File: config.mk
export PLATFORM = sky130hd
export DESIGN_NAME = pipeline_fetch_pc_flat
export DESIGN_NICKNAME = d
export VERILOG_FILES = /design/src/rtl/pipeline_fetch_pc_if.sv /design/src/rtl/pipeline_fetch_pc.sv /design/src/flat_wrapper.sv
export SDC_FILE = /design/constraint.sdc
export NUM_CORES = 1
export LEC_CHECK = 0
export ABC_CLOCK_PERIOD_IN_PS = 4170
export CORE_MARGIN = 4
export CORE_UTILIZATION = 35
export CTS_BUF_LIST = sky130_fd_sc_hd__clkbuf_4 sky130_fd_sc_hd__clkbuf_8
export CTS_CLUSTER_SIZE = 25
export DETAILED_ROUTE_END_ITERATION = 16
export PLACE_DENSITY = 0.65
export SLEW_MARGIN = 30
export SYNTH_ARGS = -nofsm -noshare
export SYNTH_HDL_FRONTEND = slang
export SYNTH_SLANG_ARGS = --single-unit
File: constraint.sdc
create_clock -name clk_IF -period 4.17 [get_ports clk_IF]
set_input_delay 0.834 -clock clk_IF [delete_from_list [all_inputs] [get_ports clk_IF]]
set_output_delay 0.834 -clock clk_IF [all_outputs]
set_load 0.005 [all_outputs]
File: src/rtl/pipeline_fetch_pc_if.sv
// Fetch-PC bundle: stage control/redirect requests in, fetch address and qualifiers out.
// The master side is the PC stage; the slave side is the pipeline control that steers it.
interface pipeline_fetch_pc_if #(
  parameter int XLEN = 32
);
  logic            en_IF;
  logic            PCSrc;
  logic [XLEN-1:0] PC_in_IF;
  logic            trap_IF;
  logic [XLEN-1:0] trap_vec_IF;
  logic [XLEN-1:0] PC_out_IF;
  logic [XLEN-1:0] PC_next_IF;
  logic            fetch_valid_IF;
  logic            redirect_pending_IF;
  logic            misalign_IF;

  modport master (
    input  en_IF, PCSrc, PC_in_IF, trap_IF, trap_vec_IF,
    output PC_out_IF, PC_next_IF, fetch_valid_IF, redirect_pending_IF, misalign_IF
  );

  modport slave (
    output en_IF, PCSrc, PC_in_IF, trap_IF, trap_vec_IF,
    input  PC_out_IF, PC_next_IF, fetch_valid_IF, redirect_pending_IF, misalign_IF
  );
endinterface

File: src/rtl/pipeline_fetch_pc.sv
// Fetch-stage PC with trap/branch redirect, stall capture of redirects and post-redirect bubbles.
// State updates on the falling edge of clk_IF; PC_ALIGN_CHECK_EN enables target alignment with a misalign pulse.
module pipeline_fetch_pc #(
  parameter int              XLEN             = 32,
  parameter logic [XLEN-1:0] RESET_VECTOR     = '0,
  parameter int              INST_BYTES       = 4,
  parameter int              REDIRECT_BUBBLES = 1
) (
  input  logic               clk_IF,
  input  logic               rst_IF,
  pipeline_fetch_pc_if.master bus
);

  typedef enum logic [1:0] {BOOT, RUN, BUBBLE} state_t;

  localparam logic [1:0] BUB_LOAD = 2'(REDIRECT_BUBBLES);

  state_t          state_q, state_d;
  logic [XLEN-1:0] pc_q, pc_d;
  logic            fv_q, fv_d;
  logic [1:0]      cnt_q, cnt_d;
  logic            pend_vld_q, pend_vld_d;
  logic            pend_trap_q, pend_trap_d;
  logic [XLEN-1:0] pend_tgt_q, pend_tgt_d;
  logic            redir;
  logic [XLEN-1:0] tgt;
  logic [XLEN-1:0] pc_next;

`ifdef PC_ALIGN_CHECK_EN
  localparam int              OFF        = $clog2(INST_BYTES);
  localparam logic [XLEN-1:0] ALIGN_MASK = {{(XLEN-OFF){1'b1}}, {OFF{1'b0}}};
  logic mis_q, mis_d;
`endif

  assign pc_next = pc_q + XLEN'(INST_BYTES);

  always_ff @(negedge clk_IF) begin
    if (rst_IF) begin
      state_q     <= BOOT;
      pc_q        <= RESET_VECTOR;
      fv_q        <= 1'b0;
      cnt_q       <= 2'd0;
      pend_vld_q  <= 1'b0;
      pend_trap_q <= 1'b0;
      pend_tgt_q  <= '0;
`ifdef PC_ALIGN_CHECK_EN
      mis_q       <= 1'b0;
`endif
    end else begin
      state_q     <= state_d;
      pc_q        <= pc_d;
      fv_q        <= fv_d;
      cnt_q       <= cnt_d;
      pend_vld_q  <= pend_vld_d;
      pend_trap_q <= pend_trap_d;
      pend_tgt_q  <= pend_tgt_d;
`ifdef PC_ALIGN_CHECK_EN
      mis_q       <= mis_d;
`endif
    end
  end

  always_comb begin
    state_d     = state_q;
    pc_d        = pc_q;
    fv_d        = fv_q;
    cnt_d       = cnt_q;
    pend_vld_d  = pend_vld_q;
    pend_trap_d = pend_trap_q;
    pend_tgt_d  = pend_tgt_q;
    redir       = 1'b0;
    tgt         = '0;
`ifdef PC_ALIGN_CHECK_EN
    mis_d       = 1'b0;
`endif
    if (bus.en_IF) begin
      // Live trap beats a held trap, which beats any branch, live or held.
      redir = 1'b1;
      if (bus.trap_IF)                  tgt = bus.trap_vec_IF;
      else if (pend_vld_q && pend_trap_q) tgt = pend_tgt_q;
      else if (bus.PCSrc)               tgt = bus.PC_in_IF;
      else if (pend_vld_q)              tgt = pend_tgt_q;
      else                              redir = 1'b0;

      if (redir) begin
`ifdef PC_ALIGN_CHECK_EN
        pc_d  = tgt & ALIGN_MASK;
        mis_d = |(tgt & ~ALIGN_MASK);
`else
        pc_d  = tgt;
`endif
        pend_vld_d  = 1'b0;
        pend_trap_d = 1'b0;
        if (REDIRECT_BUBBLES > 0) begin
          state_d = BUBBLE;
          cnt_d   = BUB_LOAD;
          fv_d    = 1'b0;
        end else begin
          state_d = RUN;
          fv_d    = 1'b1;
        end
      end else begin
        unique case (state_q)
          BOOT: begin
            state_d = RUN;
            fv_d    = 1'b1;
          end
          RUN: begin
            pc_d = pc_next;
            fv_d = 1'b1;
          end
          BUBBLE: begin
            cnt_d = cnt_q - 2'd1;
            if (cnt_d == 2'd0) begin
              state_d = RUN;
              fv_d    = 1'b1;
            end
          end
          default: state_d = BOOT;
        endcase
      end
    end else begin
      // Stalled: remember the redirect so it is not lost; a held trap is never displaced by a branch.
      if (bus.trap_IF) begin
        pend_vld_d  = 1'b1;
        pend_trap_d = 1'b1;
        pend_tgt_d  = bus.trap_vec_IF;
      end else if (bus.PCSrc && !(pend_vld_q && pend_trap_q)) begin
        pend_vld_d  = 1'b1;
        pend_trap_d = 1'b0;
        pend_tgt_d  = bus.PC_in_IF;
      end
    end
  end

  assign bus.PC_out_IF           = pc_q;
  assign bus.PC_next_IF          = pc_next;
  assign bus.fetch_valid_IF      = fv_q;
  assign bus.redirect_pending_IF = pend_vld_q;
`ifdef PC_ALIGN_CHECK_EN
  assign bus.misalign_IF         = mis_q;
`else
  assign bus.misalign_IF         = 1'b0;
`endif

endmodule

File: src/flat_wrapper.sv
// flat-port wrapper written by rule: the top's interface ports become plain ports
module pipeline_fetch_pc_flat 
#(
  parameter int              XLEN             = 32,
  parameter logic [XLEN-1:0] RESET_VECTOR     = '0,
  parameter int              INST_BYTES       = 4,
  parameter int              REDIRECT_BUBBLES = 1
)
  (clk_IF, rst_IF, bus_en_IF, bus_PCSrc, bus_PC_in_IF, bus_trap_IF, bus_trap_vec_IF, bus_PC_out_IF, bus_PC_next_IF, bus_fetch_valid_IF, bus_redirect_pending_IF, bus_misalign_IF);
  pipeline_fetch_pc_if #(.XLEN(XLEN)) bus_i ();
  input  logic clk_IF;
  input  logic rst_IF;
  input wire logic [$bits(bus_i.en_IF)-1:0] bus_en_IF;
  input wire logic [$bits(bus_i.PCSrc)-1:0] bus_PCSrc;
  input wire logic [$bits(bus_i.PC_in_IF)-1:0] bus_PC_in_IF;
  input wire logic [$bits(bus_i.trap_IF)-1:0] bus_trap_IF;
  input wire logic [$bits(bus_i.trap_vec_IF)-1:0] bus_trap_vec_IF;
  output wire logic [$bits(bus_i.PC_out_IF)-1:0] bus_PC_out_IF;
  output wire logic [$bits(bus_i.PC_next_IF)-1:0] bus_PC_next_IF;
  output wire logic [$bits(bus_i.fetch_valid_IF)-1:0] bus_fetch_valid_IF;
  output wire logic [$bits(bus_i.redirect_pending_IF)-1:0] bus_redirect_pending_IF;
  output wire logic [$bits(bus_i.misalign_IF)-1:0] bus_misalign_IF;
  assign bus_i.en_IF = bus_en_IF;
  assign bus_i.PCSrc = bus_PCSrc;
  assign bus_i.PC_in_IF = bus_PC_in_IF;
  assign bus_i.trap_IF = bus_trap_IF;
  assign bus_i.trap_vec_IF = bus_trap_vec_IF;
  assign bus_PC_out_IF = bus_i.PC_out_IF;
  assign bus_PC_next_IF = bus_i.PC_next_IF;
  assign bus_fetch_valid_IF = bus_i.fetch_valid_IF;
  assign bus_redirect_pending_IF = bus_i.redirect_pending_IF;
  assign bus_misalign_IF = bus_i.misalign_IF;
  pipeline_fetch_pc #(.XLEN(XLEN), .RESET_VECTOR(RESET_VECTOR), .INST_BYTES(INST_BYTES), .REDIRECT_BUBBLES(REDIRECT_BUBBLES)) u_core (.clk_IF(clk_IF), .rst_IF(rst_IF), .bus(bus_i));
endmodule
### Word-level counts from Yosys, hierarchy flattened

Cells that the tools add are included.

* $add $sub $neg: 2
* equal/unequal tests: 5
* mux-type cells: 28
* bitwise operators: 1
* reductions and logical operators: 17

Operator list (number)
* 32-bit two-way mux: 8
* 32-bit by 3-bit adder with 32-bit output, second input constant: 1
* 1-bit two-way mux: 14
* 2-bit two-way mux: 4
* 2-bit AND reduction: 4
* 2-bit one-hot mux with 3 select lines: 1
* 3-bit AND reduction: 2
* 2-bit nonzero test: 3
* 3-bit nonzero test: 2
* 2-bit logical NOT: 2
* 2-bit by 1-bit != test with 1-bit output, second input constant: 2
* 3-bit by 2-bit != test with 1-bit output, second input constant: 1
* 2-bit by 1-bit equality test with 1-bit output, second input constant: 1
* 2-bit equality test, second input constant: 1
* 1-bit logical AND: 2
* 1-bit one-hot mux with 2 select lines: 1
* 2-bit OR reduction: 1
* 2-bit by 1-bit subtractor with 2-bit output, second input constant: 1
* 1-bit logical NOT: 1
* 1-bit inverter: 1

* register bits: 71
* input bits: 69
* output and inout port bits: 67

### Depth between registers and ports, before layout

Gate-level depths: netlist (run 1).

* depth after elaboration: 7
* mapped depth: 8
* gate-level depth less buffers: 6

==> reports/metrics.cfg, run 1 <==
[sta]
finalSetupTns_ns=-16.14
relSlewSlack_pct=54.92
finalHoldViolations=0
layout_setup_ws_ns=-0.7987
grt_setup_unrepaired=true
worst_pin_slew_ns=0.6677
finalClockSkew_ns=0.02480
hold_ws_ns=0.4887
slew_violations=0
setup_viol=29

[critical_path]
crit_path_max_fanout=2
r2r_end=u_core.bus.PC_out_IF[10]
crit_buf_inv=2
slowest_delay_ns=0.42
crit_type=reg2out
r2r_slack_ns=0.19
cpMaxStageDelayCell=or4_4
cp_data_required_time_ns=3.34
end_kind=output port
critPathTopFamily=simple AND/OR/NAND/NOR gates
crit_chain=and4_4 -> nand4_4 -> buf_6 -> or4_4 -> nor2_2 -> xor2_1 -> buf_2
reg2reg_depth=28
critPathArrivalTime_ns=4.13
start_kind=flop
timing.rr.start=u_core.bus.PC_out_IF[5]

[clock_network]
cts.htree.levels=3
ctsHoldBuffers=0
cts_tree=done
cts_max_path_buffers=2
cts-root-buf=clkbuf_8
cts.sink_count=71
path_clk_slew_ns=0.05
clock_latency_ns=0.42
cts_made_buffers=9

[grt]
grt_overflow=0
grt_pass1_vias=6209
antenna_found_initial=0
track_usage_pct=25.90
grt_pass1_wl_um=30700
grt_max_degree=67

[cells_and_area]
stdcell_count=1109
final_area_um2=8353
final_nets=1003
regArea_um2=1473
antenna_cells=0
multi_input_area_um2=3273
area_delta_synth_final_pct=85.24
num-fill-cells=1000
final_layout_size_suffix_gt1_share_pct=36.29

[floorplan]
chipWidth_um=121.5
start_util_pct=35.73
ioPinCount=136
dieArea_um2=14760
core.rowCount=41
fp.coreArea_um2=12620
die_h_um=121.5

[placement]
placed_cell_area_um2=7071
dp_slack_ns=-0.7779
portBuffers=134
globalplace.congestion=0.9723
dpl.hpwl_um=12650
dpl.cell_count=960

[synth]
synthArstFlopShare_pct=0
ys_seq_area_share_pct=31.52
syn_nets=646
syn_area_um2=4509
synth_cell_types=51
ys_warn_count=0
synth_area_per_cell_um2=7.842
ys_seq_elements=71
syn_inst=575
synthFlopType=dfxtp_1
synth_edf_count=0

[power_and_ir_drop]
powerDensity_nw_per_um2=271.1
power.leakage_nw=4.068
ir_drop_uv=166.7

[routing]
drc=0
drt_iter0_drc=593
via_per_inst=5.560
vias=6166
dr.pass1.iters=7
wl_per_cell_um=18.25
ant_nets=0
finalWirelength_um=20240

[status]
status=finished with violations
violations=negative setup slack

[hold_path]
hold_end=u_core.cnt_q[0]
whs_path_depth=1
min_from=u_core.cnt_q[0]
hp-class=reg2reg

[run]
drv_cap=0

-- kinds of logic after synthesis --
kind of cell	Yosys count	share of synthesized area (%)
other	1	0.08316
adder cells (fa/ha/maj)	2	0.5549
buffers and inverters	70	6.743
XOR/XNOR	28	5.439
multiplexers	29	6.437
AO/OA/AOI/OAI	172	26.72
AND/OR/NAND/NOR	202	22.50
flip-flops	71	31.52
-- cell type report --
class,instances,area share (%)
flip-flops and latches,71,17.63
clock inverters,78,4.029
clock buffers,9,1.483
repair buffers,333,34.53
well taps,172,2.576
inverters,12,0.5692
multi-input cells,434,39.19
-- registers in the layout, indices dropped and copies added, names as in the netlist --
signal	flops
u_core.cnt_q	2
u_core.pend_tgt_q	32
u_core.state_q	2
u_core.pend_trap_q	1
u_core.bus.fetch_valid_IF	1
u_core.bus.PC_out_IF	32
u_core.bus.redirect_pending_IF	1
-- cells in the final DEF (no fill, tap or decap), types with 7 or more instances in the layout --
master	synthesis	layout
buf_4	3	162
mux2i_1	29	28
inv_1	13	82
xnor2_1	20	8
buf_2	12	28
nand2_1	45	42
dlygate4sd2_1	0	34
xor2_1	8	7
o21ai_0	39	34
dfxtp_1	71	46
nand2b_1	27	27
a221oi_1	9	8
dfxtp_2	0	17
clkdlybuf4s50_1	0	64
o211ai_1	12	12
nor3_4	0	8
dfxtp_4	0	8
nor2_1	59	55
a32oi_1	19	19
xnor2_2	0	10
a211oi_1	13	13
a21oi_1	29	28
a311oi_1	23	23
buf_6	2	28
clkbuf_8	0	9
nor3_1	16	7
nand4_1	10	10
-- layer usage --
| metal | global-route usage [%] | vias to the layer above | wire length [um] |
|---|---|---|---|
| li1 | - | 2848 | - |
| met1 | 32.60 | 2920 | 8388 |
| met2 | 40.66 | 343 | 9449 |
| met3 | 7.226 | 55 | 1838 |
| met4 | 12.96 | 0 | 565 |
| met5 | 0 | - | 0 |
-- power breakdown --
part | switching (mW) | total (mW) | leakage [nW] | internal (mW)
combinational | 0.297 | 0.618 | 3.00 | 0.321
clock | 0.504 | 0.870 | 0.474 | 0.366
sequential | 0.0389 | 0.776 | 0.598 | 0.737
total | 0.840 | 2.26 | 4.07 | 1.42
-- worst max path at each step --
| stage | from | to | slack (ns) | cells after the start |
|---|---|---|---|---|
| global placement | u_core.bus.PC_out_IF[7] | bus_PC_next_IF[30] | -0.76 | 6 |
| floorplan | u_core.bus.PC_out_IF[9] | bus_PC_next_IF[30] | -0.38 | 7 |
| CTS | u_core.bus.PC_out_IF[4] | bus_PC_next_IF[29] | -0.80 | 6 |
| finish | u_core.bus.PC_out_IF[5] | bus_PC_next_IF[30] | -0.80 | 7 |
| global route | u_core.bus.PC_out_IF[5] | bus_PC_next_IF[30] | -0.87 | 7 |
| detailed placement | u_core.bus.PC_out_IF[7] | bus_PC_next_IF[28] | -0.78 | 7 |
-- synthesized netlist by cell type (all sizes together) (2+ instances only) --
library cell	instances	share of area, %
o21ai	40	4.4
inv	13	1.1
o21a	5	0.83
o32ai	2	0.39
nand2b	27	3.7
ha	2	0.55
o211ai	12	2.0
clkbuf	35	2.9
dfxtp	71	32
nand2	45	3.7
nor2b	3	0.42
nor2	59	4.9
a32oi	19	3.7
nor4	7	0.97
nor3	16	1.8
and3	4	0.55
a22oi	3	0.50
a311oi	23	4.5
and2	4	0.55
a21oi	29	3.2
or3	2	0.28
or4	5	0.92
and4	5	0.97
buf	22	2.7
mux2i	29	6.4
a221oi	9	1.7
o211a	2	0.44
xnor2	20	3.9
nand4	12	2.1
xor2	8	1.6
o221a	3	0.75
nand3	12	1.3
a31oi	4	0.55
a211oi	13	2.2
-- timing repair --
action / 4_1_cts / 5_1_grt
pin swaps: 40 / 47
buffers inserted: 60 / 17
resized for setup: 220 / 59
endpoints found under the hold margin: 0 / 0
cloned: 1 / 1
setup endpoints to repair: 129 / 69
-- per-stage QoR --
stage,utilization [%],power (mW)
2_1_floorplan,-,1.134
3_3_place_gp,56.03,1.450
3_5_place_dp,56.03,1.461
4_1_cts,64.52,2.234
5_1_grt,66.19,2.411
6_report,66.19,2.264
Note: power is estimated with default switching activity, not from simulation.
==> run 2: changes to the inputs <==
--- a/config.mk
+++ b/config.mk
@@ -9,7 +9,7 @@
 export CORE_MARGIN = 4
 export CORE_UTILIZATION = 35
 export CTS_BUF_LIST = sky130_fd_sc_hd__clkbuf_4 sky130_fd_sc_hd__clkbuf_8
-export CTS_CLUSTER_SIZE = 25
+export CTS_CLUSTER_SIZE = 20
 export DETAILED_ROUTE_END_ITERATION = 16
 export PLACE_DENSITY = 0.65
 export SLEW_MARGIN = 30
==> results of run 2 <==
Same layout as run 1: the final DEF is identical, and so are final timing and power.
